$ cat src/rtl/axi_lite_reg_interface.sv
// Purpose : single-outstanding AXI4-Lite slave bridging AXI reads/writes onto a one-cycle register strobe.
// Latency : read AR@N -> R valid @N+1; write AW@N -> W accepted @N+1 at the earliest -> B valid @N+2.
// Backpres: one transaction in flight; AR/AW are refused until R/B handshakes, and W is refused until AW is taken.
//
// Ports:
//   clk_i, rst_i (sync, active-high)
//   aw_*/w_*/b_*  write address / data / response channels (w_strb_i ignored, full-word writes)
//   ar_*/r_*      read address / data channels (single beat, r_last_o always 1)
//   address_o, en_o, we_o, data_o, data_i   register-file port (data_i combinational on address_o/en_o)
// Optional: define AXI_LITE_ALIGN_CHECK_EN to answer misaligned accesses with SLVERR and no strobe.
module axi_lite_reg_interface #(
    parameter int unsigned AXI_ADDR_WIDTH = 64,
    parameter int unsigned AXI_DATA_WIDTH = 64,
    parameter int unsigned AXI_ID_WIDTH   = 10
) (
    input  logic                        clk_i,
    input  logic                        rst_i,
    input  logic                        aw_valid_i,
    output logic                        aw_ready_o,
    input  logic [AXI_ADDR_WIDTH-1:0]   aw_addr_i,
    input  logic [AXI_ID_WIDTH-1:0]     aw_id_i,
    input  logic                        w_valid_i,
    output logic                        w_ready_o,
    input  logic [AXI_DATA_WIDTH-1:0]   w_data_i,
    input  logic [AXI_DATA_WIDTH/8-1:0] w_strb_i,
    output logic                        b_valid_o,
    input  logic                        b_ready_i,
    output logic [AXI_ID_WIDTH-1:0]     b_id_o,
    output logic [1:0]                  b_resp_o,
    input  logic                        ar_valid_i,
    output logic                        ar_ready_o,
    input  logic [AXI_ADDR_WIDTH-1:0]   ar_addr_i,
    input  logic [AXI_ID_WIDTH-1:0]     ar_id_i,
    output logic                        r_valid_o,
    input  logic                        r_ready_i,
    output logic [AXI_DATA_WIDTH-1:0]   r_data_o,
    output logic [AXI_ID_WIDTH-1:0]     r_id_o,
    output logic [1:0]                  r_resp_o,
    output logic                        r_last_o,
    output logic [AXI_ADDR_WIDTH-1:0]   address_o,
    output logic                        en_o,
    output logic                        we_o,
    input  logic [AXI_DATA_WIDTH-1:0]   data_i,
    output logic [AXI_DATA_WIDTH-1:0]   data_o
);

    typedef enum logic [1:0] {IDLE, READ, WRITE, WRITE_B} state_e;

    localparam logic [1:0] RESP_OKAY   = 2'b00;
    localparam logic [1:0] RESP_SLVERR = 2'b10;

    state_e                    state_q, state_d;
    logic [AXI_ADDR_WIDTH-1:0] addr_q, addr_d;
    logic [AXI_ID_WIDTH-1:0]   id_q, id_d;
    logic                      misaligned;

    // Byte strobes carry no information here: every write is a full word.
    logic unused_strb;
    assign unused_strb = ^w_strb_i;

`ifdef AXI_LITE_ALIGN_CHECK_EN
    localparam int unsigned OFF_W = $clog2(AXI_DATA_WIDTH / 8);
    assign misaligned = |addr_q[OFF_W-1:0];
`else
    assign misaligned = 1'b0;
`endif

    assign address_o = addr_q;
    assign b_id_o    = id_q;
    assign r_id_o    = id_q;
    assign r_last_o  = 1'b1;
    assign data_o    = w_data_i;

    always_comb begin
        state_d    = state_q;
        addr_d     = addr_q;
        id_d       = id_q;
        aw_ready_o = 1'b0;
        w_ready_o  = 1'b0;
        b_valid_o  = 1'b0;
        b_resp_o   = RESP_OKAY;
        ar_ready_o = 1'b0;
        r_valid_o  = 1'b0;
        r_data_o   = '0;
        r_resp_o   = RESP_OKAY;
        en_o       = 1'b0;
        we_o       = 1'b0;

        unique case (state_q)
            IDLE: begin
                // Reads take priority; a concurrent AW simply waits here.
                if (ar_valid_i) begin
                    ar_ready_o = 1'b1;
                    addr_d     = ar_addr_i;
                    id_d       = ar_id_i;
                    state_d    = READ;
                end else if (aw_valid_i) begin
                    aw_ready_o = 1'b1;
                    addr_d     = aw_addr_i;
                    id_d       = aw_id_i;
                    state_d    = WRITE;
                end
            end
            READ: begin
                // The strobe is held for the whole R stall so data_i stays valid.
                r_valid_o = 1'b1;
                if (misaligned) begin
                    r_resp_o = RESP_SLVERR;
                end else begin
                    en_o     = 1'b1;
                    r_data_o = data_i;
                end
                if (r_ready_i) begin
                    state_d = IDLE;
                end
            end
            WRITE: begin
                w_ready_o = 1'b1;
                if (w_valid_i) begin
                    en_o    = !misaligned;
                    we_o    = !misaligned;
                    state_d = WRITE_B;
                end
            end
            WRITE_B: begin
                b_valid_o = 1'b1;
                b_resp_o  = misaligned ? RESP_SLVERR : RESP_OKAY;
                if (b_ready_i) begin
                    state_d = IDLE;
                end
            end
            default: state_d = IDLE;
        endcase
    end

    always_ff @(posedge clk_i) begin
        if (rst_i) begin
            state_q <= IDLE;
            addr_q  <= '0;
            id_q    <= '0;
        end else begin
            state_q <= state_d;
            addr_q  <= addr_d;
            id_q    <= id_d;
        end
    end

endmodule

$ cat config.mk
export PLATFORM = sky130hd
export DESIGN_NAME = axi_lite_reg_interface
export DESIGN_NICKNAME = d
export VERILOG_FILES = /design/src/rtl/axi_lite_reg_interface.sv
export SDC_FILE = /design/constraint.sdc
export NUM_CORES = 1
export LEC_CHECK = 0
export ABC_AREA = 1
export CAP_MARGIN = 20
export CORE_AREA = 2 2 201 203
export DETAILED_ROUTE_END_ITERATION = 10
export DIE_AREA = 0 0 203 205
export MAX_ROUTING_LAYER = met4
export PLACE_DENSITY = 0.42
export SLEW_MARGIN = 20
export SYNTH_ARGS = -nofsm -noshare
export SYNTH_HDL_FRONTEND = slang
export SYNTH_SLANG_ARGS = --single-unit
$ cat constraint.sdc
create_clock -name clk_i -period 1.9 [get_ports clk_i]
set_input_delay 0.285 -clock clk_i [delete_from_list [all_inputs] [get_ports clk_i]]
set_output_delay 0.285 -clock clk_i [all_outputs]
set_load 0.01 [all_outputs]
==> results by group <==
Floorplanning
  – Cell row count: 73
  – DIE AREA: 0.0416 mm2
  – Horiz. Die Dim: 203 um
  – Initial Util: 0.114
  – Core Region: 0.0394 mm2
  – Io pins: 515
  – Die H: 205 um

Drt
  – Vias per inst: 3.56
  – Residual DRC: 0
  – Final WL: 22200 um
  – DR pass1 iterations: 7
  – Vias: 5308
  – DRT iter0 DRCs: 164
  – Routed length per instance: 14.9 um
  – Final ANT Viol Nets: 0

Clocking
  – Number of buffers created by CTS: 9
  – Cts hold-fix bufs: 0
  – Clock-pin transition on the worst setup and hold timing paths: 0.07 ns
  – Clk_lat worst skew: 0.36 ns
  – Root buffer cell: clkbuf_16
  – Clock sinks: 76
  – CTS Buffer Depth: 2
  – TritonCTS clock tree: yes
  – CTS H-Tree Depth: 3

Cells and area
  – Non-filler instance count after layout: 1491
  – Reg area: 0.00153 mm2
  – Area used by multi-input combinational logic: 0.00186 mm2
  – Layout Nets: 1255
  – Post-Layout Inst Area: 0.00858 mm2
  – Layout cells sized above 1: 0.0799
  – Area growth syn-to-layout: 91.2%
  – Post-layout util: 0.218
  – Fill cell count: 4445

Synthesis
  – Synth warnings: 0
  – Ranking of synthesized cells by area: dfxtp_1, nand2_1, buf_4
  – Count of cell types in the netlist: 20
  – Sequential share of the synthesized area: 0.339
  – Area leader, netlist: dfxtp_1
  – Leading cell types by count after synthesis: nand2_1, buf_4, dfxtp_1, inv_1, a31oi_1
  – Syn avg cell area: 6.65 um2
  – Synth Register Bits: 76
  – Netlist Area Pre-Place: 0.00449 mm2
  – Gate Count Post-Synth: 675
  – Fraction of registers with async set/reset: 0
  – Ys flop type: dfxtp_1
  – Post-synth EDFFs: 0
  – Yosys top cell area share: 0.339
  – Count leader, synth: nand2_1

Power
  – Final Power: 9.20 mW
  – Leakage: 3.93 nW
  – Power Density: 1070 mW/mm2
  – Maximum VDD drop: 0.407 mV

Placement
  – IO buf count: 373
  – # placed instances: 1468
  – Routability congestion estimate: 0.755
  – Placement Setup Slack: -0.0415 ns
  – Placed cell areas: 0.00824 mm2
  – HPWL after DPL: 16500 um

Timing
  – Final min period: 1.81 ns
  – Slew Viols, Final: 0
  – Worst Max-Slew Pin Slew: 0.676 ns
  – Final hold vios: 0
  – Setup violation total in the final timing report: 0
  – Fin Hold WS: 0.486 ns
  – Setup TNS: 0 ns
  – Clk_skew: 0.00690 ns
  – Final worst slack: 0.0895 ns
  – Fmax achieved: 0.552 GHz
  – Relative slew slack: 0.550
  – RSZ-0062 raised after global routing: true
  – Tcrit/Tclk final: 0.953

Setup path
  – Maximum fanout along the worst path: 18
  – Crit path cell chain: inv_2, ha_4, buf_4, buf_12, nand2_1, inv_1, clkdlybuf4s15_1
  – Family with the most delay on the worst path: buffers and inverters
  – CP Class: flop to output pin
  – WP data required: 1.62 ns
  – Worst setup path startpoint: state_q[1]
  – Crit path max-delay cell type: dfxtp_2
  – Startpoint types: flop
  – CP max stage delay: 0.33 ns
  – CP bufs+invs: 5
  – Worst setup EP type: output pin
  – RR Startpoint: state_q[1]
  – Critical Path AT: 1.53 ns

Hold path
  – HP Start: aw_addr_i[20]
  – Worst Hold Class: input port to flop

Flow run
  – Max Cap Violations: 0

Global route
  – First-pass GRT wire length: 30800 um
  – GRT overflow: 0
  – Antenna violations before repair: 2
  – Tot GR Track Use: 0.103
  – Largest net degree at the start of global routing: 77
  – Number of global-route vias before repair: 5204

Status
  – Outcome: finished clean
[state kept, by name, indices dropped and copies added, names as in the netlist]
register / flops
address_o: 64
b_id_o: 10
state_q: 2
[power by group]
group          internal [mW]  switching [mW]
Sequential              2.20           0.357
Combinational           2.57            2.22
Clock                   1.06           0.791
Total                   5.83            3.37
[layout by cell type (no fill, tap or decap), types with 6 or more instances in the layout]
cell / netlist / layout
clkdlybuf4s50_1: 0 / 301
nand2_1: 225 / 225
a31oi_1: 74 / 74
dfxtp_1: 76 / 74
inv_1: 75 / 73
o21ai_1: 46 / 46
clkdlybuf4s15_1: 0 / 30
o21ai_0: 28 / 28
clkbuf_2: 0 / 21
buf_4: 81 / 17
clkbuf_16: 0 / 10
dlymetal6s2s_1: 0 / 9
nor2_1: 8 / 8
buf_12: 0 / 6
[cells by family (layout without fill, tap and decap cells)]
| logic type | count (synthesis) | count (layout) | share of synthesized area |
|---|---|---|---|
| and+or+nand+nor | 238 | 238 | 0.201 |
| buffers and inverters | 204 | 490 | 0.255 |
| AOI/OAI and AO/OA | 150 | 150 | 0.189 |
| DFF | 76 | 76 | 0.339 |
| adders and majority gates | 5 | 5 | 0.0139 |
| other | 2 | 7 | 0.00167 |
[timing repair]
action                     CTS  global route
gates resized for setup    112            55
setup buffers                0             3
cloned                       1             1
setup endpoints to repair   71            67
pin swaps                    1             1
[layout make-up]
class,count,area share
multi-input cells,398,0.217
flip-flops and latches,76,0.178
diodes,2,0.000584
well taps,525,0.0766
repair buffers,397,0.459
clock inverters,5,0.00686
clock buffers,11,0.0283
inverters,77,0.0337
[worst reg2reg max path, delay by kind of cell (launching register included)]
family	cells	cell delay, ns
AND/OR/NAND/NOR	2	0.19
AO/OA/AOI/OAI	2	0.38
flip-flops	1	0.32
adder cells (fa/ha/maj)	1	0.15
buffers and inverters	4	0.57
[routing by layer]
metal	track usage	wire length (um)
met5	-	0
met1	0.0985	8100
met3	0.0457	2310
met4	0.0461	707
met2	0.181	11100
[path summary, 6_finish.rpt]
check / endpoint / slack (ns) / depth (start not counted)
worst max-delay path: r_data_o[49] / 0.09 / 7
worst max register to register: address_o[44] / 0.21 / 9
worst min register to register: address_o[5] / 0.52 / 2
worst min-delay path: address_o[20] / 0.49 / 3
No activity file was read; power rests on OpenSTA's default activity.
